**config.mk**
```make
export PLATFORM = sky130hd
export DESIGN_NAME = seg7_scan
export DESIGN_NICKNAME = d
export VERILOG_FILES = /design/src/rtl/seg7_scan.sv
export SDC_FILE = /design/constraint.sdc
export NUM_CORES = 1
export LEC_CHECK = 0
export CAP_MARGIN = 20
export CORE_AREA = 3 3 84 86
export CTS_CLUSTER_DIAMETER = 60
export CTS_CLUSTER_SIZE = 25
export DETAILED_ROUTE_END_ITERATION = 8
export DIE_AREA = 0 0 87 89
export PLACE_DENSITY = 0.8
export SLEW_MARGIN = 30
export SYNTH_ARGS = -nofsm -noshare
export SYNTH_HDL_FRONTEND = slang
export SYNTH_SLANG_ARGS = --single-unit
```
**constraint.sdc**
```tcl
create_clock -name clk -period 2.3 [get_ports clk]
set_input_delay 0.46 -clock clk [delete_from_list [all_inputs] [get_ports clk]]
set_output_delay 0.46 -clock clk [all_outputs]
set_load 0.005 [all_outputs]
```
**src/rtl/seg7_scan.sv**
```systemverilog
// Multi-digit, common-anode, active-low 7-segment scanner with shadowed inputs,
// per-slot anti-ghosting dead time, leading-zero suppression and blinking.
module seg7_scan #(
  parameter int N_DIGITS     = 4,
  parameter int SLOT_CYCLES  = 50000,
  parameter int DEAD_CYCLES  = 500,
  parameter int BLINK_FRAMES = 64
) (
  input  logic                  clk,
  input  logic                  rst,
  input  logic [4*N_DIGITS-1:0] value,
  input  logic [N_DIGITS-1:0]   dp,
  input  logic [N_DIGITS-1:0]   blank,
  input  logic [N_DIGITS-1:0]   blink,
  input  logic                  lz_en,
  input  logic                  load,
  output logic [6:0]            seg_n,
  output logic                  dp_n,
  output logic [N_DIGITS-1:0]   an_n,
  output logic                  frame_tick
);

  localparam int SW = (SLOT_CYCLES > 1) ? $clog2(SLOT_CYCLES) : 1;
  localparam int DW = (N_DIGITS > 1) ? $clog2(N_DIGITS) : 1;
  localparam int FW = (BLINK_FRAMES > 1) ? $clog2(BLINK_FRAMES) : 1;
  localparam logic [SW-1:0] SLOT_LAST  = SW'(SLOT_CYCLES - 1);
  localparam logic [DW-1:0] DIG_LAST   = DW'(N_DIGITS - 1);
  localparam logic [FW-1:0] FRAME_LAST = FW'(BLINK_FRAMES - 1);

  logic [SW-1:0] slot_cnt_q, slot_cnt_d;
  logic [DW-1:0] dig_q, dig_d;
  logic [FW-1:0] frame_cnt_q, frame_cnt_d;
  logic          blink_ph_q, blink_ph_d;

  logic [4*N_DIGITS-1:0] val_sh_q;
  logic [N_DIGITS-1:0]   dp_sh_q, blank_sh_q, blink_sh_q;
  logic                  lz_sh_q;

  logic [6:0]          seg_n_q, seg_n_d;
  logic                dp_n_q, dp_n_d;
  logic [N_DIGITS-1:0] an_n_q, an_n_d;
  logic                tick_q, tick_d;

  logic                slot_wrap, frame_wrap;
  logic [3:0]          nib;
  logic                zero_above, in_dead, show;
  logic [N_DIGITS-1:0] lz_sup;

  function automatic logic [6:0] glyph(input logic [3:0] n);
    logic [6:0] g;
    case (n)
      4'h0:    g = 7'b1000000;
      4'h1:    g = 7'b1111001;
      4'h2:    g = 7'b0100100;
      4'h3:    g = 7'b0110000;
      4'h4:    g = 7'b0011001;
      4'h5:    g = 7'b0010010;
      4'h6:    g = 7'b0000010;
      4'h7:    g = 7'b1011000;
      4'h8:    g = 7'b0000000;
      4'h9:    g = 7'b0010000;
      4'hA:    g = 7'b0001000;
      4'hB:    g = 7'b0000011;
      4'hC:    g = 7'b1000110;
      4'hD:    g = 7'b0100001;
      4'hE:    g = 7'b0000110;
      default: g = 7'b0001110;
    endcase
    return g;
  endfunction

  // Scan timing: slot counter, digit index, frame counter and blink phase
  always_comb begin
    slot_wrap   = (slot_cnt_q == SLOT_LAST);
    frame_wrap  = slot_wrap && (dig_q == DIG_LAST);
    slot_cnt_d  = slot_wrap ? '0 : slot_cnt_q + 1'b1;
    dig_d       = dig_q;
    frame_cnt_d = frame_cnt_q;
    blink_ph_d  = blink_ph_q;
    if (slot_wrap) begin
      dig_d = (dig_q == DIG_LAST) ? '0 : dig_q + 1'b1;
    end
    if (frame_wrap) begin
      if (frame_cnt_q == FRAME_LAST) begin
        frame_cnt_d = '0;
        blink_ph_d  = ~blink_ph_q;
      end else begin
        frame_cnt_d = frame_cnt_q + 1'b1;
      end
    end
  end

  // Decode from shadow state; the result is registered one cycle later
  always_comb begin
    nib        = val_sh_q[4*dig_q +: 4];
    zero_above = 1'b1;
    lz_sup     = '0;
    for (int i = N_DIGITS - 1; i >= 0; i--) begin
      zero_above = zero_above && (val_sh_q[4*i +: 4] == 4'h0);
      lz_sup[i]  = lz_sh_q && zero_above && (i != 0);
    end
    in_dead = (DEAD_CYCLES > 0) && (32'(slot_cnt_q) < 32'(DEAD_CYCLES));
    show    = !in_dead && !blank_sh_q[dig_q] && !(blink_sh_q[dig_q] && !blink_ph_q)
              && !lz_sup[dig_q];
    seg_n_d = 7'h7F;
    dp_n_d  = 1'b1;
    an_n_d  = '1;
    if (show) begin
      seg_n_d       = glyph(nib);
      dp_n_d        = ~dp_sh_q[dig_q];
      an_n_d[dig_q] = 1'b0;
    end
    tick_d = frame_wrap;
  end

  always_ff @(posedge clk) begin
    if (rst) begin
      slot_cnt_q  <= '0;
      dig_q       <= '0;
      frame_cnt_q <= '0;
      blink_ph_q  <= 1'b1;
      val_sh_q    <= '0;
      dp_sh_q     <= '0;
      blank_sh_q  <= '0;
      blink_sh_q  <= '0;
      lz_sh_q     <= 1'b0;
      seg_n_q     <= 7'h7F;
      dp_n_q      <= 1'b1;
      an_n_q      <= '1;
      tick_q      <= 1'b0;
    end else begin
      slot_cnt_q  <= slot_cnt_d;
      dig_q       <= dig_d;
      frame_cnt_q <= frame_cnt_d;
      blink_ph_q  <= blink_ph_d;
      if (load) begin
        val_sh_q   <= value;
        dp_sh_q    <= dp;
        blank_sh_q <= blank;
        blink_sh_q <= blink;
        lz_sh_q    <= lz_en;
      end
      seg_n_q <= seg_n_d;
      dp_n_q  <= dp_n_d;
      an_n_q  <= an_n_d;
      tick_q  <= tick_d;
    end
  end

  assign seg_n      = seg_n_q;
  assign dp_n       = dp_n_q;
  assign an_n       = an_n_q;
  assign frame_tick = tick_q;

endmodule

```
### Word level (Yosys, flattened, before mapping)

Memories as Yosys holds them, arrays and structs flattened. A register that Yosys moved wholly into a read port is not among the register bits.
Cells that the tools add are included.

* output and inout port bits: 13
* bits of input ports: 32
* word-level logic and storage cells: 61
* memories kept: 1
* bits in registers: 60
* memory bits (read-only): 112

Memories
* (name not given): words 16, bits a word 7, read ports 1, clocked after Yosys merged registers in 1, write ports 0, line 51 `case (n)`

* bitwise gates (word level): 4
* shift operators: 1
* add/subtract/negate cells: 3
* magnitude comparators: 3
* reductions and logical operators: 22
* equal/unequal tests: 3
* muxes and demuxes: 12

Operator list (number)
* adder 16 x 1 -> 16 bit, second input constant: 1
* == test 16 bit, second input constant: 1
* < comparator 16 x 9 -> 1 bit, second input constant: 1
* variable part select 16 x 5 -> 4 bit: 1
* logical NOT 4 bit: 3
* logical AND 1 bit: 11
* binary-select mux 1 bit (select 2 bit): 4
* adder 6 x 1 -> 6 bit, second input constant: 1
* == test 6 bit, second input constant: 1
* two-way mux 6 bit: 1
* logical NOT 1 bit: 5
* two-way mux 1 bit: 5
* inverter 4 bit: 1
* OR reduction 2 bit: 2
* < comparator 2 x 3 -> 1 bit, second input constant: 1
* inverter 1 bit: 3
* adder 2 x 1 -> 2 bit, second input constant: 1
* demux 1 bit (select 2 bit): 1
* == test 2 bit, second input constant: 1
* greater-or-equal comparator 2 x 1 -> 1 bit, second input constant: 1
* two-way mux 2 bit: 1
* AND reduction 2 bit: 1

### Longest topological paths before layout

* depth after elaboration: 10
* mapped depth: 8
* depth with buffers taken out: 7

### Worst setup path before layout

No wires, ideal clock.

* kind: register -> register
* start: register dig_q[0]
* end: register seg_n_q[0] (netlist: seg_n[0])
* data required time: 2.163 ns
* setup time: 0.137 ns
* setup slack: 0.093 ns
* cell stages (with the launch flop): 7
* arrival: 2.070 ns
* path through: dfxtp_1 buf_2 mux4_2 ha_1 or3b_2 o211ai_1 nand3_1

* word-level cells in the longest chain between the ends: 8
* elaborated cells between the ends (all ways): 16
* classes of those cells: shift: 1; mux: 6; bitwise: 1; reduce/logical: 8

RTL lines
* start, declared: line 31 `logic [DW-1:0] dig_q, dig_d;`
* start signal, assigned: line 133 `dig_q <= dig_d;`
* binary-select mux 1 bit (select 2 bit): line 103 `show = !in_dead && !blank_sh_q[dig_q] && !(blink_sh_q[dig_q] && !blink_ph_q)`
* two-way mux 1 bit (not written as such): line 103
* logical NOT 1 bit or logical AND 1 bit (tied branches): line 103
* logical AND 1 bit or logical NOT 1 bit (tied branches): line 103
* logical AND 1 bit: line 103
* logical AND 1 bit: line 104 `&& !lz_sup[dig_q];`
* inverter 1 bit (no line)
* OR reduction 2 bit (no line)
* end, declared: line 39 `logic [6:0] seg_n_q, seg_n_d;`

Several ways; a longest one is shown, not always the timed one. The select of a mux whose other input is x is not followed.
A chain may end at the register's enable or synchronous reset.

### Worst setup path in the final report

* start: register slot_cnt_q[10]
* end: register frame_cnt_q[4]

* word-level cells in the longest chain between the ends: 2

RTL lines
* start, declared: line 30 `logic [SW-1:0] slot_cnt_q, slot_cnt_d;`
* start signal, assigned: line 132 `slot_cnt_q <= slot_cnt_d;`
* == test 16 bit: line 74 `slot_wrap = (slot_cnt_q == SLOT_LAST);`
* logical AND 1 bit: line 75 `frame_wrap = slot_wrap && (dig_q == DIG_LAST);`
* end signal, assigned: line 134 `frame_cnt_q <= frame_cnt_d;`
* end, declared: line 32 `logic [FW-1:0] frame_cnt_q, frame_cnt_d;`

Every way passes these cells.

==> reports/metrics.yaml <==
run_status:
  status: "completed"
finish:
  syn2layout_area_growth_pct: 23.6
  drive_above_1_share_pct: 11.6
  fillCellCount: 544
  final_nets: 401
  n_antenna_cell: 0
  multiInputGateArea_mm2: 0.00159
  regArea_mm2: 0.00134
clock_network:
  clk_pin_slew_worst_paths_ns: 0.07
  clkSinkCount: 67
  clock_path_buffers: 2
  cts_max_level: 3
  worstSkewPairLatency_ns: 0.34
  hold_buffers: 0
  post_cts_resized: 0
  cts_tree: "done"
  clockRootBuffer: "clkbuf_8"
  numCtsBuffers: 9
  postCtsSetupBuffers: 0
pwr:
  power.total_mw: 2.33
  vdd_drop_max_v: 0.000421
  power_leakage_nw: 1.44
  p_per_area_mw_per_mm2: 619
timing:
  finalSetupViolCount: 0
  fin_crit_sh_pct: 92.0
  min_period_ns: 2.12
  finClkSkew_ns: 0.00957
  drv_slew: 0
  rsz0062_at_grt: "no"
  tns_ns: 0
  hold_slack_ns: 0.464
  slew_headroom_pct: 68.8
  fin_ws_ns: 0.183
  worstMarginPinSlew_ns: 0.467
  timing.fmax_mhz: 472
  final_hold_viol_count: 0
logic_synthesis:
  synth-seq-cells: 67
  yosys.area.top_type: "dfxtp_1"
  ys_types: 48
  synth_top_flop_cell: "dfxtp_1"
  async_flop_share_pct: 0
  synth_seq_area_share_pct: 44.1
  synth_fp_nets: 354
  ys_top_cells_by_area: "dfxtp_1, mux2i_1, mux4_2, nor2_1, ha_1"
  synth.top_cell.area_share_pct: 44.1
  postSynthCellCount: 310
  synth-edff-count: 0
  syn-cell-area_mm2: 0.00304
  ys_warn_count: 0
  synth.avg_cell_area_um2: 9.82
critical_path:
  startpoint_type: "flip-flop"
  arrival_ns: 2.38
  cp_max_fo: 12
  critPathCaptureType: "flip-flop"
  slowest_delay_ns: 0.56
  worstPathRequired_ns: 2.57
  crit_buf_inv: 0
  cp_common_cell: "or4_4"
  critPathTopFamily: "simple AND/OR/NAND/NOR gates"
  crit_type: "reg -> reg"
  critPathSlowestCell: "or4_4"
  crit_chain: "or4_4 -> or4_4 -> or4_1 -> a21oi_1"
drt:
  dr_total_vias: 2416
  final_antenna_net_count: 0
  drtPass1Iterations: 4
  drc: 0
  detail_route.wl_per_cell_um: 13.9
  routed_via_density: 5.52
  wl_um: 6080
  detail_route.iter0.violations: 148
job:
  cap_violations: 0
floorplanning:
  start_util_pct: 47.9
  pin_count: 45
  rows: 29
  die_area_mm2: 0.00774
  fp.dieH_um: 89
  die_w_um: 87
  core-area_mm2: 0.00635
place:
  post-place-ws_ns: 0.190
  gp_congestion: 0.838
  dp_hpwl_um: 4450
  port_buffers: 44
global_route:
  grt_max_degree: 39
  antenna_found_initial: 0
  grt_pass1_wl_um: 10500
  grt_use_total_pct: 17.3
  grt_pass1_vias: 2277
  grt-ovfl-total: 0
worst_hold_path:
  hold_path.class: "reg -> reg"
## cell type report
class / count / area share, %
clock buffer: 12 / 3.59
clock inverter: 3 / 1.06
inverter: 12 / 1.20
multi-input combinational: 215 / 42.3
sequential: 67 / 35.7
tap: 77 / 2.56
timing repair buffer: 52 / 13.6
## synth_stat cells (all sizes together) (4+ instances only)
master  instances
clkbuf         10
nand4           5
mux2i          30
dfxtp          67
nor2           41
ha             12
xor2            7
o21ai           7
nor4            5
a21oi          13
or4             8
or3             4
inv            11
nand2          13
mux4            8
buf             6
o31ai           4
nand3          21
## through the flow
step / utilization [%] / instance area, um2 / cells
after floorplan: - / 3040 / 310
after global placement: 56.5 / 3590 / 423
after detailed placement: 56.5 / 3590 / 423
after CTS: 59.2 / 3760 / 438
after global routing: 59.2 / 3760 / 438
final: 59.2 / 3760 / 438
## worst register-to-register path: cells and delay by family, from the launching register on
family,cells,cell delay [ns]
AOI/OAI and AO/OA,1,0.16
and+or+nand+nor,3,1.55
DFF,1,0.34
## worst paths after layout
kind	start	to	slack, ns	depth (start not counted)
setup reg to reg	slot_cnt_q[10]$_SDFF_PP0_	frame_cnt_q[4]$_SDFFE_PP0N_	0.18	4
hold / removal	slot_cnt_q[0]$_SDFF_PP0_	slot_cnt_q[0]$_SDFF_PP0_	0.46	1
setup / recovery	slot_cnt_q[10]$_SDFF_PP0_	frame_cnt_q[4]$_SDFFE_PP0N_	0.18	4
hold reg to reg	slot_cnt_q[0]$_SDFF_PP0_	slot_cnt_q[0]$_SDFF_PP0_	0.46	1
## cells by family (layout without fill, tap and decap cells)
| logic type | count (synthesis) | after routing | share of synthesized area (%) |
|---|---|---|---|
| simple gates | 117 | 117 | 20.4 |
| flops | 67 | 67 | 44.1 |
| mux | 39 | 39 | 16.2 |
| compound gates | 37 | 37 | 7.69 |
| buf+inv | 28 | 79 | 3.82 |
| fa+ha+maj | 12 | 12 | 4.93 |
| xor+xnor | 10 | 10 | 2.88 |
## cells in the final DEF (no fill, tap or decap), types with 3 or more instances in the layout
cell	synthesis	routed
mux2i_1	30	30
xor2_1	7	7
xnor2_1	3	3
buf_4	0	7
nand2_1	13	13
a21oi_1	13	13
clkbuf_8	0	9
o21ai_0	7	7
ha_1	12	12
or2_2	3	3
mux4_2	8	8
clkdlybuf4s50_1	0	44
dfxtp_1	67	67
clkbuf_1	10	3
nor2_1	41	41
o31ai_1	4	4
nand4_1	5	5
or4_1	5	5
inv_1	11	11
nor4_1	4	4
and4_1	3	3
or3_1	4	4
nand3_1	21	21
nor3_1	3	3
## power breakdown
part | switching, mW | internal, mW | total (mW)
clock network | 0.412 | 0.492 | 0.904
logic | 0.0873 | 0.116 | 0.204
registers | 0.0253 | 1.19 | 1.22
## sequential cells by signal (all words and copies together), names as in the netlist
register and count:
an_n 4, dp_sh_q 4, val_sh_q 16, dig_q 2
dp_n 1, blank_sh_q 4, frame_tick 1, frame_cnt_q 6
seg_n 7, blink_ph_q 1, lz_sh_q 1, slot_cnt_q 16
blink_sh_q 4
## routing by layer
layer,global-route usage [%],vias up,wire length (um)
li1,-,1204,-
met5,0,-,0
met2,26.8,48,2810
met1,23.1,1156,2940
met4,6.94,0,93
met3,4.24,8,236
No activity file was read; power rests on OpenSTA's default activity.
